==> src/rtl/stopwatch.sv <==
// Pausable three-digit BCD stopwatch (decaseconds.seconds.deciseconds) with a 0.1 s prescaler.
// The count freezes with at_end set once the terminal time is reached; only rst releases it.
module stopwatch #(
   parameter int TICKS_PER_DECI  = 10_000_000,
   parameter int END_DECASECONDS = 6
) (
   input  logic       clk,
   input  logic       rst,
   input  logic       start,
   output logic       at_end,
   output logic [3:0] deciseconds_out,
   output logic [3:0] seconds_out,
   output logic [3:0] decaseconds_out
);

   localparam int             PW        = (TICKS_PER_DECI > 1) ? $clog2(TICKS_PER_DECI) : 1;
   localparam logic [PW-1:0]  PRESC_MAX = PW'(TICKS_PER_DECI - 1);
   localparam logic [3:0]     END_DIGIT = 4'(END_DECASECONDS);

   logic [PW-1:0] presc_q, presc_d;
   logic [3:0]    deci_q, deci_d;
   logic [3:0]    sec_q, sec_d;
   logic [3:0]    deca_q, deca_d;
   logic          at_end_q, at_end_d;
   logic          enable;
   logic          tick;

   always_comb begin
      presc_d  = presc_q;
      deci_d   = deci_q;
      sec_d    = sec_q;
      deca_d   = deca_q;
      at_end_d = at_end_q;
      enable   = start & ~at_end_q;
      tick     = enable && (presc_q == PRESC_MAX);

      if (enable) begin
         presc_d = tick ? '0 : presc_q + 1'b1;
      end

      // Ripple the carry through all three digits within one edge.
      if (tick) begin
         if (deci_q == 4'd9) begin
            deci_d = 4'd0;
            if (sec_q == 4'd9) begin
               sec_d  = 4'd0;
               deca_d = deca_q + 4'd1;
            end else begin
               sec_d = sec_q + 4'd1;
            end
         end else begin
            deci_d = deci_q + 4'd1;
         end

         if (deca_d == END_DIGIT && sec_d == 4'd0 && deci_d == 4'd0) begin
            at_end_d = 1'b1;
         end
      end
   end

   always_ff @(posedge clk) begin
      if (rst) begin
         presc_q  <= '0;
         deci_q   <= 4'd0;
         sec_q    <= 4'd0;
         deca_q   <= 4'd0;
         at_end_q <= 1'b0;
      end else begin
         presc_q  <= presc_d;
         deci_q   <= deci_d;
         sec_q    <= sec_d;
         deca_q   <= deca_d;
         at_end_q <= at_end_d;
      end
   end

   assign at_end          = at_end_q;
   assign deciseconds_out = deci_q;
   assign seconds_out     = sec_q;
   assign decaseconds_out = deca_q;

endmodule

==> config.mk <==
export PLATFORM = sky130hd
export DESIGN_NAME = stopwatch
export DESIGN_NICKNAME = d
export VERILOG_FILES = /design/src/rtl/stopwatch.sv
export SDC_FILE = /design/constraint.sdc
export NUM_CORES = 1
export LEC_CHECK = 0
export CELL_PAD_IN_SITES_DETAIL_PLACEMENT = 1
export CELL_PAD_IN_SITES_GLOBAL_PLACEMENT = 1
export CORE_ASPECT_RATIO = 0.6
export CORE_MARGIN = 5
export CORE_UTILIZATION = 46
export DETAILED_ROUTE_END_ITERATION = 7
export PLACE_DENSITY_LB_ADDON = 0.1
export REMOVE_ABC_BUFFERS = 1
export SYNTH_ARGS = -nofsm -noshare
export SYNTH_HDL_FRONTEND = slang
export SYNTH_SLANG_ARGS = --single-unit
==> constraint.sdc <==
create_clock -name clk -period 5 [get_ports clk]
set_clock_uncertainty 0.2 [all_clocks]
set_input_delay 0.5 -clock clk [delete_from_list [all_inputs] [get_ports clk]]
set_output_delay 0.5 -clock clk [all_outputs]
set_load 0.1 [all_outputs]
# == After elaboration in Yosys (flattened, before gate mapping) ==
# Index checks and enable logic that the tools add are counted.
# totals
register_bits,37
input_bits,3
output_inout_bits,13
wordCells,30
# classes
n_addsub,4
n_eq_ne,4
muxes,9
bitwise,2
n_reduce_logical,6
# op_table
cell,count
2-to-1 mux 4 bit,8
adder 24 x 1 -> 24 bit (second input constant),1
equality test 24 bit (second input constant),1
2-to-1 mux 24 bit,1
adder 4 x 1 -> 4 bit (second input constant),3
equality test 4 bit (second input constant),2
zero test 4 bit,2
equality test 4 x 3 -> 1 bit (second input constant),1
logical AND 1 bit,3
AND reduction 2 bit,1
AND 1 bit,1
inverter 1 bit,1

# == Logic depth before layout (Yosys ltp) ==
# Gate-level depths: netlist of the first run.
# depth
ltp_word,8
ltp_mapped,8

# == Worst setup path after synthesis of the first run ==
# No wires, ideal clock.
# synth_path
path_type,flip-flop to flip-flop
startpoint,"reg deci_q[3], in the netlist deciseconds_out[3]"
endpoint,"reg at_end_q, in the netlist at_end"
setup_time_ns,0.092
arrival_ns,2.332
path_slack_ns,2.376
stages_incl_launch_ff,6
n_path_buf,0
synth_period_minus_slack_ns,2.624
cell_sequence,dfxtp_1 > nor4bb_1 > and4_1 > mux2i_1 > o2111ai_1 > o32ai_1
# synth_between
elab_chain_cells,7
word_cells_on_any_way,14
# synth_rtl
element,line_no,text
from (decl),21,"logic [3:0] deci_q, deci_d;"
from (signal assigned),70,deci_q <= deci_d;
"parallel branches: the longest is 5 deep, another holds adder 4 x 1 -> 4 bit",n/a,
logical AND 1 bit *,55,if (deca_d == END_DIGIT && sec_d == 4'd0 && deci_d == 4'd0) begin
AND reduction 2 bit (no source line) *,n/a,
to (signal assigned),73,at_end_q <= at_end_d;
to (decl),24,"logic at_end_q, at_end_d;"
# Mark *: on every way between the ends. The select of a mux whose other input is x is not followed.
# A chain may end at the register's enable or synchronous reset.

# == Worst setup path after layout of the first run ==
# layout_path
startpoint,in start
endpoint,reg presc_q[20]
# layout_between
elab_chain_cells,3
# layout_rtl
element,line_no,text
from (decl),9,"input logic start,"
AND 1 bit *,34,enable = start & ~at_end_q;
logical AND 1 bit,35,tick = enable && (presc_q == PRESC_MAX);
2-to-1 mux 24 bit,38,presc_d = tick ? '0 : presc_q + 1'b1;
to (signal assigned),69,presc_q <= presc_d;
to (decl),20,"logic [PW-1:0] presc_q, presc_d;"
# Mark *: on every way between the ends. The rest lies on a longest branch, timed or not.

==> results.sh, run 1 <==
export IMPL_min_period_over_period=0.578
export IMPL_ant_nets=0
export IMPL_gp_congestion=0.783
export IMPL_synth_top_area_share=0.391
export IMPL_worstSkewPairLatency_ns=0.29
export IMPL_nets=244
export IMPL_netlist_area_um2=1890
export IMPL_cp_max_fo=22
export IMPL_htreeDepth=2
export IMPL_min_from="presc_q[1]$_SDFFE_PP0P_"
export IMPL_multi_input_comb_area_um2=1100
export IMPL_vias=1600
export IMPL_grt_overflow_total=0
export IMPL_ctsLongestPathBuffers=2
export IMPL_timing_fmax_ghz=0.346
export IMPL_grt_max_degree=23
export IMPL_timing_rr_start="presc_q[0]$_SDFFE_PP0P_"
export IMPL_cp_required_ns=4.94
export IMPL_drtIter0Drc=46
export IMPL_start_kind="input port"
export IMPL_die_area_um2=5540
export IMPL_outcome="finished clean"
export IMPL_arrival_ns=2.83
export IMPL_postCtsSetupRepairBufs=0
export IMPL_rows=18
export IMPL_fillers=485
export IMPL_power_frac_clock=0.430
export IMPL_start_util=0.470
export IMPL_slew_headroom=0.295
export IMPL_path_class="in2reg"
export IMPL_vias_per_cell=5.52
export IMPL_startpoint="start"
export IMPL_numCtsBuffers=5
export IMPL_synthCells=224
export IMPL_setup_viol=0
export IMPL_wl_mm=4.70
export IMPL_path_cells="clkdlybuf4s50_1 -> nand4b_4 -> nor4_4 -> nand2_2 -> nand2b_1 -> nor2_1"
export IMPL_switching_share=0.217
export IMPL_port_buffers=15
export IMPL_area_growth_pct=15.2
export IMPL_maxCapViolations=0
export IMPL_cts_tree="done"
export IMPL_yosysSeqAreaShare=0.391
export IMPL_slowest_delay_ns=0.67
export IMPL_syn_avg_cell_area_um2=8.46
export IMPL_antenna_found_initial=0
export IMPL_ys_seq_elements=37
export IMPL_n_antenna_cell=0
export IMPL_synth_area_leader_cell="dfxtp_1"
export IMPL_period_minus_slack_ns=2.89
export IMPL_cp_num_buf_inv=1
export IMPL_critPathTopFamily="simple AND/OR/NAND/NOR gates"
export IMPL_p_per_area_nw_per_um2=248
export IMPL_maxSlewViolCount=0
export IMPL_crit_path_top_delay_cell="nand2b_1"
export IMPL_grt_pass1_wl_mm=8.17
export IMPL_yosys_warnings=0
export IMPL_power_frac_comb=0.022
export IMPL_p_int_uw=424
export IMPL_cts_root_buf="clkbuf_8"
export IMPL_final_util=0.541
export IMPL_coreArea_um2=4030
export IMPL_seqCellArea_um2=741
export IMPL_clk_pin_slew_ns=0.07
export IMPL_drc_errors=0
export IMPL_end_kind="flop"
export IMPL_fp_dieW_um=92.8
export IMPL_worst_pin_slew_ns=1.05
export IMPL_first_pass_iters=4
export IMPL_dp_hpwl_mm=3.44
export IMPL_final_setup_tns_ns=0
export IMPL_postCtsHoldBufs=0
export IMPL_seqPwrFrac=0.548
export IMPL_hp_class="reg2reg"
export IMPL_grt_use_total=0.188
export IMPL_die_h_um=59.7
export IMPL_cellLeakagePower_nw=0.805
export IMPL_vdd_drop_max_mv=0.166
export IMPL_synthTopCellsByArea="dfxtp_1 39%, xor2_1 10%, nor2_1 6.7%"
export IMPL_p_switching_uw=118
export IMPL_clock_sinks=37
export IMPL_post_drt_wl_per_cell_um=16.2
export IMPL_grt_pass1_vias=1652
export IMPL_ioPinCount=16
export IMPL_hold_violations=0
export IMPL_whs_ns=0.293
export IMPL_final_layout_size_suffix_gt1_frac=0.0625
export IMPL_ys_types=43
export IMPL_rsz0062_at_grt="false"
export IMPL_cts_resized=0
## state kept, by name, summed over array words and instances (netlist names)
register         cells
at_end               1
decaseconds_out      4
seconds_out          4
presc_q             24
deciseconds_out      4
## cells by family after synthesis
| kind of cell | Yosys count | share of synthesized area |
|---|---|---|
| xor gates and xnor gates | 28 | 0.129 |
| muxes | 2 | 0.0106 |
| AOI/OAI and AO/OA | 24 | 0.0806 |
| adders and majority gates | 2 | 0.0132 |
| buffers and inverters | 14 | 0.0277 |
| and+or+nand+nor | 117 | 0.347 |
| DFF | 37 | 0.391 |
## cells in the final DEF (no fill, tap or decap), drive strengths merged, types with 2 or more instances in the layout
cell type and instances:
nand3 9, clkbuf 7, nand3b 2, a41o 2
nor3 3, ha 2, nor4 5, nand4 14
nand2b 2, or2 2, mux2i 2, inv 7
dfxtp 37, nand2 21, nor2b 8, o21ai 4
a21oi 10, xor2 22, nand4b 2, xnor2 6
nor4bb 2, nor2 34, and3 6, and4 2
clkdlybuf4s50 15
## Yosys cell counts
cell type,n
or2_2,2
nand2_2,1
dfxtp_1,37
nor4_1,3
and2_1,1
a31oi_1,1
nor3b_1,1
nand2b_1,2
buf_1,1
xnor2_1,6
nor2b_1,8
a21oi_1,10
nand3b_1,2
or4_1,1
o21ai_0,4
ha_1,2
mux2i_1,2
and3_1,6
o2111ai_1,1
o32ai_1,1
nor2_1,34
nor4_2,1
nand4_4,1
inv_1,7
a41o_1,2
xor2_1,22
nor4b_1,1
or3_1,1
clkbuf_1,6
nor4bb_1,2
o31ai_1,1
a2111oi_0,1
nand4_1,13
and4_1,2
a21boi_0,1
nand4b_1,1
nor4_4,1
nand3_1,9
nand4b_4,1
nand2_1,20
o211ai_1,1
o21a_1,1
nor3_1,3
## worst reg2reg max path: cells and delay by family (launching register included)
family / cells / cell delay, ns
DFF: 1 / 0.38
and+or+nand+nor: 5 / 1.72
adders and majority gates: 1 / 0.26
## layout make-up
cell class | instances | area share
clock buffer | 7 | 0.0442
clock inverter | 1 | 0.00229
inverter | 7 | 0.0120
multi-input combinational | 173 | 0.505
sequential | 37 | 0.339
tap | 50 | 0.0287
timing repair buffer | 15 | 0.0688
## through the flow
step                      instance area (um^2)  setup WS, ns  cells  power [mW]
final                                     2180          2.11    290       0.542
after global routing                      2180          1.91    290       0.562
after CTS                                 2180          2.10    290       0.546
after detailed placement                  2080          1.81    282       0.316
after global placement                    2080          1.98    282       0.314
after floorplan                           1870          2.36    217       0.309
## power by group through the flow
stage                     clock network (mW)  logic (mW)  registers, mW
final                                  0.233      0.0117          0.297
after global routing                   0.251      0.0133          0.297
after CTS                              0.237      0.0117          0.297
after detailed placement                   0      0.0116          0.304
after global placement                     0      0.0108          0.304
after floorplan                            0     0.00561          0.303
## layer usage
metal / track usage / vias up / part of all wire / wire [um]
met5: 0 / - / 0 / 0
met4: 0.0480 / 0 / 0.0062 / 29
met3: 0.0465 / 4 / 0.043 / 203
met2: 0.270 / 24 / 0.40 / 1900
met1: 0.282 / 761 / 0.55 / 2570
li1: - / 811 / - / -
## path summary, 6_finish.rpt
path	to	slack [ns]	cells past startpoint
worst max-delay path	presc_q[20]$_SDFFE_PP0P_	2.11	6
worst min-delay path	presc_q[1]$_SDFFE_PP0P_	0.29	2
worst max register to register	presc_q[20]$_SDFFE_PP0P_	2.27	6
worst min register to register	presc_q[1]$_SDFFE_PP0P_	0.29	2
Note: power is estimated with default switching activity, not from simulation.
==> run 2: changes to the inputs <==
CORE_UTILIZATION = 43   (was 46)
clock period = 2.93 ns   (was 5 ns; I/O delays follow)
==> run 2 against run 1 <==
Net effect:
- global-route usage shrank 0.12 points
- sequential power increased by 71%
- register-to-register slack got worse by 1.7 ns
- core utilization decreased by 1.9 points
- power is 61% higher
- critical path type is now reg2reg
- largest power group unchanged
- setup slack worse by 1.6 ns
- clock power is 47% higher
==> results.sh, run 2 (synthesis results as in run 1) <==
export IMPL_outcome="finished clean"
export IMPL_postCtsSetupRepairBufs=0
export IMPL_cts_root_buf="clkbuf_8"
export IMPL_slew_headroom=0.552
export IMPL_power_frac_clock=0.392
export IMPL_final_layout_size_suffix_gt1_frac=0.126
export IMPL_drc_errors=0
export IMPL_arrival_ns=2.40
export IMPL_ctsLongestPathBuffers=2
export IMPL_grt_use_total=0.187
export IMPL_die_area_um2=5880
export IMPL_maxCapViolations=0
export IMPL_wl_met2_mm=2.04
export IMPL_wl_met1_mm=2.69
export IMPL_dp_hpwl_mm=3.69
export IMPL_largest_reg_flops=24
export IMPL_clock_sinks=37
export IMPL_whs_ns=0.297
export IMPL_hp_class="reg2reg"
export IMPL_post_drt_wl_per_cell_um=16.0
export IMPL_cts_resized=0
export IMPL_dp_cells=298
export IMPL_vias=1648
export IMPL_grt_max_degree=23
export IMPL_crit_path_top_delay_cell="or3_1"
export IMPL_setup_viol=0
export IMPL_htreeDepth=2
export IMPL_rows=18
export IMPL_met3WireLength_um=117
export IMPL_antenna_found_initial=0
export IMPL_slowest_delay_ns=0.40
export IMPL_nets=250
export IMPL_worstSkewPairLatency_ns=0.28
export IMPL_cts_tree="done"
export IMPL_grt_pass1_wl_mm=8.29
export IMPL_cp_max_fo=6
export IMPL_fp_dieW_um=95.7
export IMPL_cp_num_buf_inv=1
export IMPL_final_common_cell="dfxtp_1"
export IMPL_drtIter0Drc=89
export IMPL_fin_cells=306
export IMPL_clk_pin_slew_ns=0.07
export IMPL_fin_area_um2=2190
export IMPL_p_int_uw=682
export IMPL_highest_layer="met4"
export IMPL_maxSlewViolCount=0
export IMPL_timing_final_ws_setup_ns=0.544
export IMPL_numCtsBuffers=5
export IMPL_cp_required_ns=2.94
export IMPL_vdd_drop_max_mv=0.211
export IMPL_ioPinCount=16
export IMPL_final_setup_tns_ns=0
export IMPL_path_cells="ha_1 -> nand4b_4 -> nor4_4 -> buf_4 -> nand3_1 -> or3_1 -> a21oi_1"
export IMPL_placed_area_um2=2110
export IMPL_start_util=0.452
export IMPL_n_antenna_cell=0
export IMPL_final_cell_mix="37 x dfxtp_1, 34 x nor2_1, 22 x xor2_1"
export IMPL_top_register="presc_q"
export IMPL_area_growth_pct=15.4
export IMPL_path_class="reg2reg"
export IMPL_grt_overflow_total=0
export IMPL_rsz0062_at_grt="false"
export IMPL_grt_pass1_vias=1695
export IMPL_cellLeakagePower_nw=0.848
export IMPL_min_period_over_period=0.814
export IMPL_power_frac_comb=0.026
export IMPL_die_h_um=61.4
export IMPL_gp_congestion=0.774
export IMPL_timing_fmax_ghz=0.419
export IMPL_vias_per_cell=5.39
export IMPL_ant_nets=0
export IMPL_coreArea_um2=4190
export IMPL_wl_mm=4.90
export IMPL_p_switching_uw=190
export IMPL_port_buffers=15
export IMPL_switching_share=0.218
export IMPL_seqPwrFrac=0.582
export IMPL_place_ws_ns=0.316
export IMPL_critPathTopFamily="simple AND/OR/NAND/NOR gates"
export IMPL_worst_pin_slew_ns=0.665
export IMPL_hold_violations=0
export IMPL_period_minus_slack_ns=2.39
export IMPL_first_pass_iters=4
export IMPL_start_kind="flop"
export IMPL_end_kind="flop"
export IMPL_p_per_area_nw_per_um2=399
export IMPL_postCtsHoldBufs=0
## run 2: cell types whose count changed in the layout (fill, tap and decap cells not counted)
cell,delta
clkbuf_1,+3
clkinv_2,-1
clkbuf_8,-2
clkdlybuf4s50_1,-13
buf_4,+19
## run 2: worst register-to-register path, delay by kind of cell (launching register included)
kind	cells	cell delay (ns)
flops	1	0.38
simple gates	4	1.09
fa+ha+maj	1	0.28
compound gates	1	0.16
buf+inv	1	0.21
## run 2: power by group through the flow
stage | Sequential [mW] | Clock [mW] | Combinational (mW)
2_1_floorplan | 0.518 | 0 | 0.00957
3_3_place_gp | 0.518 | 0 | 0.0212
3_5_place_dp | 0.518 | 0 | 0.0228
4_1_cts | 0.507 | 0.351 | 0.0228
5_1_grt | 0.507 | 0.377 | 0.0253
6_report | 0.507 | 0.342 | 0.0227
## run 2: final cells by class
class,instances,area (um^2)
sequential,37,741
fill,534,2000
inverter,7,26.3
timing repair buffer,21,163
clock buffer,8,80.1
tap,60,75.1
multi-input combinational,173,1100
## run 2: path summary, 6_finish.rpt
kind	from	end	slack, ns	depth (start not counted)
max	presc_q[0]$_SDFFE_PP0P_	deciseconds_out[1]$_SDFFE_PP0P_	0.54	7
min	presc_q[1]$_SDFFE_PP0P_	presc_q[1]$_SDFFE_PP0P_	0.30	2
max reg2reg	presc_q[0]$_SDFFE_PP0P_	deciseconds_out[1]$_SDFFE_PP0P_	0.54	7
min reg2reg	presc_q[1]$_SDFFE_PP0P_	presc_q[1]$_SDFFE_PP0P_	0.30	2
## run 2: routing by layer
metal | up-vias | GRT usage
li1 | 822 | -
met1 | 799 | 0.268
met2 | 21 | 0.285
met3 | 6 | 0.0440
met4 | 0 | 0.0506
met5 | - | 0
## run 2: through the flow
stage	util	total power, mW
final	0.522	0.871
after global routing	0.522	0.909
after global placement	0.503	0.539
after CTS	0.522	0.881
after floorplan	-	0.527
after detailed placement	0.503	0.541
